[config.mk]
export PLATFORM = sky130hd
export DESIGN_NAME = mux_key_pipe_flat
export DESIGN_NICKNAME = d
export VERILOG_FILES = /design/src/rtl/mux_key_pkg.sv /design/src/rtl/mux_key_pipe_if.sv /design/src/rtl/mux_key_match.sv /design/src/rtl/mux_key_pipe.sv /design/src/flat_wrapper.sv
export SDC_FILE = /design/constraint.sdc
export NUM_CORES = 1
export LEC_CHECK = 0
export CAP_MARGIN = 20
export CORE_MARGIN = 2
export CORE_UTILIZATION = 57
export CTS_BUF_LIST = sky130_fd_sc_hd__clkbuf_4 sky130_fd_sc_hd__clkbuf_8 sky130_fd_sc_hd__clkbuf_16
export CTS_CLUSTER_DIAMETER = 200
export DETAILED_ROUTE_END_ITERATION = 16
export PLACE_DENSITY = 0.82
export RECOVER_POWER = 100
export SLEW_MARGIN = 15
export SYNTH_ARGS = -nofsm -noshare
export SYNTH_HDL_FRONTEND = slang
export SYNTH_SLANG_ARGS = --single-unit
export TNS_END_PERCENT = 1
[constraint.sdc]
create_clock -name clk -period 2.3 [get_ports clk]
set_input_delay 0.69 -clock clk [delete_from_list [all_inputs] [get_ports clk]]
set_output_delay 0.69 -clock clk [all_outputs]
set_load 0.02 [all_outputs]
[src/rtl/mux_key_pkg.sv]
// mux_key_pkg: default sizes and index-width helper for the keyed lookup pipe
package mux_key_pkg;
  localparam int NR_KEY_DEF = 4;
  localparam int KEY_LEN_DEF = 2;
  localparam int DATA_LEN_DEF = 8;
  function automatic int idx_w(int n);
    return n > 1 ? $clog2(n) : 1;
  endfunction
endpackage

[src/rtl/mux_key_pipe_if.sv]
// mux_key_pipe_if: table write port plus lookup request/response channels
interface mux_key_pipe_if import mux_key_pkg::*; #(
  parameter int KEY_LEN = KEY_LEN_DEF,
  parameter int DATA_LEN = DATA_LEN_DEF,
  parameter int IDX_W = idx_w(NR_KEY_DEF)
);
  logic wr_en;
  logic [IDX_W-1:0] wr_idx;
  logic [KEY_LEN-1:0] wr_key;
  logic [DATA_LEN-1:0] wr_data;
  logic clear;
  logic req_valid;
  logic req_ready;
  logic [KEY_LEN-1:0] req_key;
  logic resp_valid;
  logic resp_ready;
  logic [DATA_LEN-1:0] resp_data;
  logic resp_hit;
  modport master (
    output wr_en, wr_idx, wr_key, wr_data, clear, req_valid, req_key, resp_ready,
    input req_ready, resp_valid, resp_data, resp_hit
  );
  modport slave (
    input wr_en, wr_idx, wr_key, wr_data, clear, req_valid, req_key, resp_ready,
    output req_ready, resp_valid, resp_data, resp_hit
  );
endinterface

[src/rtl/mux_key_match.sv]
// mux_key_match: combinational lowest-index-wins key matcher with miss default
module mux_key_match import mux_key_pkg::*; #(
  parameter int NR_KEY = NR_KEY_DEF,
  parameter int KEY_LEN = KEY_LEN_DEF,
  parameter int DATA_LEN = DATA_LEN_DEF
) (
  input logic [NR_KEY-1:0] valid,
  input logic [NR_KEY-1:0][KEY_LEN-1:0] keys,
  input logic [NR_KEY-1:0][DATA_LEN-1:0] data,
  input logic [KEY_LEN-1:0] key,
  input logic [DATA_LEN-1:0] dflt,
  output logic [DATA_LEN-1:0] rdata,
  output logic hit
);
  // scan from the top so the lowest matching index is assigned last
  always_comb begin
    rdata = dflt;
    hit = 1'b0;
    for (int i = NR_KEY - 1; i >= 0; i--)
      if (valid[i] && keys[i] == key) begin
        rdata = data[i];
        hit = 1'b1;
      end
  end
endmodule

[src/rtl/mux_key_pipe.sv]
// mux_key_pipe: programmable key->data LUT with a 1-cycle registered lookup pipe
// MUX_KEY_PIPE_FWD_EN makes lookups see same-cycle clear/write; default sees the old table
module mux_key_pipe import mux_key_pkg::*; #(
  parameter int NR_KEY = NR_KEY_DEF,
  parameter int KEY_LEN = KEY_LEN_DEF,
  parameter int DATA_LEN = DATA_LEN_DEF,
  parameter logic [DATA_LEN-1:0] DEFAULT = '0
) (
  input logic clk,
  input logic rst_n,
  mux_key_pipe_if.slave bus
);
  logic [NR_KEY-1:0] valid, valid_n, we, lk_valid;
  logic [NR_KEY-1:0][KEY_LEN-1:0] keys, keys_n, lk_keys;
  logic [NR_KEY-1:0][DATA_LEN-1:0] data, data_n, lk_data;
  logic [DATA_LEN-1:0] m_data, resp_data;
  logic m_hit, resp_valid, resp_hit, accept;
  assign bus.req_ready = !resp_valid || bus.resp_ready;
  assign accept = bus.req_valid && bus.req_ready;
  // an out-of-range wr_idx matches no entry, so the write is dropped
  genvar i;
  for (i = 0; i < NR_KEY; i++) begin : g_ent
    assign we[i] = bus.wr_en && int'(bus.wr_idx) == i;
    assign valid_n[i] = we[i] || (valid[i] && !bus.clear);
    assign keys_n[i] = we[i] ? bus.wr_key : keys[i];
    assign data_n[i] = we[i] ? bus.wr_data : data[i];
  end
  always_ff @(posedge clk or negedge rst_n)
    if (!rst_n) valid <= '0;
    else valid <= valid_n;
  always_ff @(posedge clk) begin
    keys <= keys_n;
    data <= data_n;
  end
`ifdef MUX_KEY_PIPE_FWD_EN
  assign lk_valid = valid_n;
  assign lk_keys = keys_n;
  assign lk_data = data_n;
`else
  assign lk_valid = valid;
  assign lk_keys = keys;
  assign lk_data = data;
`endif
  mux_key_match #(.NR_KEY(NR_KEY), .KEY_LEN(KEY_LEN), .DATA_LEN(DATA_LEN)) u_match (
    .valid(lk_valid),
    .keys(lk_keys),
    .data(lk_data),
    .key(bus.req_key),
    .dflt(DEFAULT),
    .rdata(m_data),
    .hit(m_hit)
  );
  always_ff @(posedge clk or negedge rst_n)
    if (!rst_n) begin
      resp_valid <= 1'b0;
      resp_data <= '0;
      resp_hit <= 1'b0;
    end else if (accept) begin
      resp_valid <= 1'b1;
      resp_data <= m_data;
      resp_hit <= m_hit;
    end else if (bus.resp_ready) resp_valid <= 1'b0;
  assign bus.resp_valid = resp_valid;
  assign bus.resp_data = resp_data;
  assign bus.resp_hit = resp_hit;
endmodule
[src/flat_wrapper.sv]
// flat-port wrapper written by rule: the top's interface ports become plain ports
module mux_key_pipe_flat import mux_key_pkg::*;
#(
  parameter int NR_KEY = NR_KEY_DEF,
  parameter int KEY_LEN = KEY_LEN_DEF,
  parameter int DATA_LEN = DATA_LEN_DEF,
  parameter logic [DATA_LEN-1:0] DEFAULT = '0
)
  (clk, rst_n, bus_wr_en, bus_wr_idx, bus_wr_key, bus_wr_data, bus_clear, bus_req_valid, bus_req_key, bus_resp_ready, bus_req_ready, bus_resp_valid, bus_resp_data, bus_resp_hit);
  mux_key_pipe_if #(.KEY_LEN(KEY_LEN), .DATA_LEN(DATA_LEN)) bus_i ();
  input logic clk;
  input logic rst_n;
  input wire logic [$bits(bus_i.wr_en)-1:0] bus_wr_en;
  input wire logic [$bits(bus_i.wr_idx)-1:0] bus_wr_idx;
  input wire logic [$bits(bus_i.wr_key)-1:0] bus_wr_key;
  input wire logic [$bits(bus_i.wr_data)-1:0] bus_wr_data;
  input wire logic [$bits(bus_i.clear)-1:0] bus_clear;
  input wire logic [$bits(bus_i.req_valid)-1:0] bus_req_valid;
  input wire logic [$bits(bus_i.req_key)-1:0] bus_req_key;
  input wire logic [$bits(bus_i.resp_ready)-1:0] bus_resp_ready;
  output wire logic [$bits(bus_i.req_ready)-1:0] bus_req_ready;
  output wire logic [$bits(bus_i.resp_valid)-1:0] bus_resp_valid;
  output wire logic [$bits(bus_i.resp_data)-1:0] bus_resp_data;
  output wire logic [$bits(bus_i.resp_hit)-1:0] bus_resp_hit;
  assign bus_i.wr_en = bus_wr_en;
  assign bus_i.wr_idx = bus_wr_idx;
  assign bus_i.wr_key = bus_wr_key;
  assign bus_i.wr_data = bus_wr_data;
  assign bus_i.clear = bus_clear;
  assign bus_i.req_valid = bus_req_valid;
  assign bus_i.req_key = bus_req_key;
  assign bus_i.resp_ready = bus_resp_ready;
  assign bus_req_ready = bus_i.req_ready;
  assign bus_resp_valid = bus_i.resp_valid;
  assign bus_resp_data = bus_i.resp_data;
  assign bus_resp_hit = bus_i.resp_hit;
  mux_key_pipe #(.NR_KEY(NR_KEY), .KEY_LEN(KEY_LEN), .DATA_LEN(DATA_LEN), .DEFAULT(DEFAULT)) u_core (.clk(clk), .rst_n(rst_n), .bus(bus_i));
endmodule
# Word-level counts from Yosys, hierarchy flattened
# Cells that the tools add are included.
# word_totals
ff_bits	54
latchBits	0
ramBits	0
rom_bits	0
in_bits	20
out_inout_bits	11
mem_count	0
# op_classes
addsub	0
multipliers	0
n_div	0
magnitude_cmp	0
eq_ne	7
shift	0
mux	10
bitwise_logic	0
n_reduce_logical	22
# op_table
cell	count
$mux W8	4
$logic_and A1 B1 Y1	13
$eq A2 B2 Y1	4
$mux W1	6
$logic_or A1 B1 Y1	5
$eq A2 B2 Y1 const B	2
$eq A2 B1 Y1 const B	1
$logic_not A1 Y1	2
$logic_not A2 Y1	1
$reduce_bool A2 Y1	1

# Longest topological paths before layout
# depth
ltp_word	6
ltp_mapped	6

# By module
# A second synthesis with hierarchy kept.
# unflattened
hier_cells	174
hier_area_um2	2463.6
# by_module_without_submodules
mod	instances	cells_each	area_per_inst_um2
mux_key_pipe	1	77	1799.2
mux_key_match	1	97	664.4

# Worst setup path before layout
# Ideal clock, no wire load.
# synth_path
path_kind	input to register
startpoint	in bus_wr_idx[1]
endpoint	reg u_core.data[0] (netlist name) (enable)
arrival_ns	1.567
t_required_ns	1.905
slack_ns	0.338
path_stages	1
path_cell_list	nor3b_1
# synth_via
elab_chain_cells	2
# synth_lines
element	line	text
start, declared	flat_wrapper.sv:14	input wire logic [$bits(bus_i.wr_idx)-1:0] bus_wr_idx;
$logic_not A2 Y1	mux_key_pipe.sv:23	assign we[i] = bus.wr_en && int'(bus.wr_idx) == i;
$logic_and A1 B1 Y1	mux_key_pipe.sv:23	
end signal, assigned	mux_key_pipe.sv:33	data <= data_n;
end, declared	mux_key_pipe.sv:15	logic [NR_KEY-1:0][DATA_LEN-1:0] data, data_n, lk_data;
# Every way passes these cells.
# A chain may end at the register's enable or synchronous reset.

# Worst setup path after layout
# layout_path
startpoint	in bus_resp_ready
endpoint	out bus_req_ready
# layout_via
elab_chain_cells	1
# layout_lines
element	line	text
start, declared	flat_wrapper.sv:20	input wire logic [$bits(bus_i.resp_ready)-1:0] bus_resp_ready;
$logic_or A1 B1 Y1	mux_key_pipe.sv:18	assign bus.req_ready = !resp_valid || bus.resp_ready;
end, declared	flat_wrapper.sv:21	output wire logic [$bits(bus_i.req_ready)-1:0] bus_req_ready;
# Every way passes these cells.

==> impl_metrics.toml <==
[clock_tree]
cts_tree = "built"
cts_hold_buf = 0
cts-root-buf = "clkbuf_8"
cts_max_level = 2
cts-buffers-inserted = 5
clk_latency_ps = 310
cts_sinks = 54
clk_pin_slew_worst_paths_ps = 90
cts_buffer_depth = 2

[global_route]
track_usage_pct = 22.60
grt.overflow.total = 0
grt_max_degree = 17
grt_pass1_wl_um = 6962
grt_pass1_vias = 1450
antenna_found_initial = 0

[yosys]
synth_area_um2 = 2218
async_reset_ff_share_pct = 25.93
yosysUniqueCellTypes = 28
ys_seq_area_share_pct = 69.94
avgSynthCellArea_um2 = 14.69
syn_inst = 151
syn_nets = 171
synthFlopType = "edfxtp_1"
synth_edf_count = 40
ys_ff_latch = 54
yosys_warnings = 0

[timing]
drv_slew = 0
clock_skew_ps = 9.788
min_period_ps = 2273
finalHoldViolCount = 0
worst_pin_slew_ps = 762.2
max_slew_margin_pct = 49.19
rsz0062_at_grt = "no"
setup_violations = 0
fmax_mhz = 440.0
fin_crit_sh_pct = 98.82

[finish]
final_cell_mix = "edfxtp_1, dlygate4sd3_1, dfrtp_1"
area_delta_synth_final_pct = 23.63
post-route-util_pct = 74.36
nNetsFinal = 217
antennaDiodeCount = 0
drive_gt1_share_pct = 11.11
final_common_cell = "edfxtp_1"

[die]
core_um2 = 3689
die_area_um2 = 4407
die_h_um = 66.39
start_util_pct = 60.14
ios = 31
fp.dieW_um = 66.39
rows = 22

[routing]
drc = 0
drt_pass1_iterations = 4
wl_per_cell_um = 17.86
final_antenna_net_count = 0
via_per_inst = 5.984
routed_wl_um = 4394
vias = 1472
drt_iter0_markers = 111

[power]
cellPowerDensity_nw_per_um2 = 775.6
p_leak_nw = 1.009
ir_worst_vdd_v = 0.0006954
power.total_mw = 2.127

[placement]
dpl.hpwl_um = 3091
numPortBuffers = 30
place.gp.congestion = 0.7894

[critical_path]
startpoint_type = "input pin"
worstPathMaxFanout = 2
cp.required_ps = 1610
arrival_ps = 1580
crit_type = "in -> out"
end_kind = "primary output"

[run_status]
status = "finished, final reports clean"

[run]
max_cap_viol_count = 0

[hold_path]
hp-class = "reg -> reg"
## kinds of logic (layout without fill, tap and decap cells)
group / after synthesis / count (layout) / synth area share (%)
DFF: 54 / 54 / 69.94
and+or+nand+nor: 39 / 39 / 9.532
AOI/OAI and AO/OA: 38 / 38 / 13.09
buffers and inverters: 10 / 57 / 3.497
xor gates and xnor gates: 10 / 10 / 3.948
## flip-flops by register name (all words and copies together) (netlist names)
signal and cells:
u_core.data 32, u_core.bus.resp_data 8, u_core.keys 8, u_core.lk_valid 4, u_core.bus.resp_hit 1, u_core.bus.resp_valid 1
## power by group
part	internal, mW	leakage, nW	switching, mW
registers	1.11	0.548	0.0314
clock network	0.430	0.0658	0.285
logic	0.123	0.395	0.144
## cell type report
class	count	area [um^2]
multi-input combinational	87	584.3
clock buffer	5	68.82
clock inverter	3	63.81
inverter	1	3.754
fill	240	945.9
timing repair buffer	48	410.4
tap	48	60.06
sequential	54	1551
## path summary, 6_finish.rpt
path | start | endpoint | slack [ps] | depth (start not counted)
min in group asynchronous | rst_n | u_core.bus.resp_data[0] | 860 | 1
worst max register to register | u_core.keys[5] | u_core.bus.resp_data[2] | 690 | 4
worst min-delay path | u_core.bus.resp_data[1] | u_core.bus.resp_data[1] | 500 | 2
worst max-delay path | bus_resp_ready | bus_req_ready | 30 | 3
max in group asynchronous | rst_n | u_core.lk_valid[1] | 980 | 1
worst min register to register | u_core.bus.resp_data[1] | u_core.bus.resp_data[1] | 500 | 2
## stage by stage
step | hold slack (ps) | setup TNS, ps | setup slack [ps] | cell area (um^2) | cells
floorplan | 394.4 | 0 | 338.1 | 2218 | 151
global route | 526.9 | 0 | 1.459 | 2743 | 246
detailed placement | 474.6 | -685.2 | -252.0 | 2640 | 238
finish | 495.4 | 0 | 27.21 | 2743 | 246
global placement | 462.9 | -239.3 | -237.9 | 2640 | 238
CTS | 506.1 | 0 | 15.18 | 2771 | 246
## routing by layer
layer	wire length (um)	part of all wire (%)	track usage [%]	up-vias
li1	-	-	-	684
met1	1586	36	27.20	707
met2	2305	52	37.13	66
met3	372	8.5	6.644	15
met4	130	3.0	10.97	0
met5	0	0	0	-
## cells in the mapped netlist, drive strengths merged (2+ instances only)
cell	number	area [um^2]
and3	3	18.77
and4	2	17.52
a21o	4	30.03
a31oi	2	12.51
nand2	9	33.78
edfxtp	40	1201
o211ai	8	60.06
xor2	2	17.52
dfrtp	14	350.3
nor2	3	11.26
o21ai	7	35.03
nor3	7	35.03
a2bb2oi	7	61.31
nand2b	2	12.51
nand3	10	60.06
xnor2	8	70.07
buf	7	66.31
clkbuf	2	7.510
a311oi	8	76.32
## worst max-delay path, cell delays in order
cell	delay, ps
clkdlybuf4s50_1	450
nand2b_1	110
dlygate4sd2_1	330
## what timing repair did
action | CTS | global route
endpoints found under the setup margin | 1 | 0
setup buffers | 0 | 0
resized for setup | 1 | 0
(Power assumes the default switching activity.)
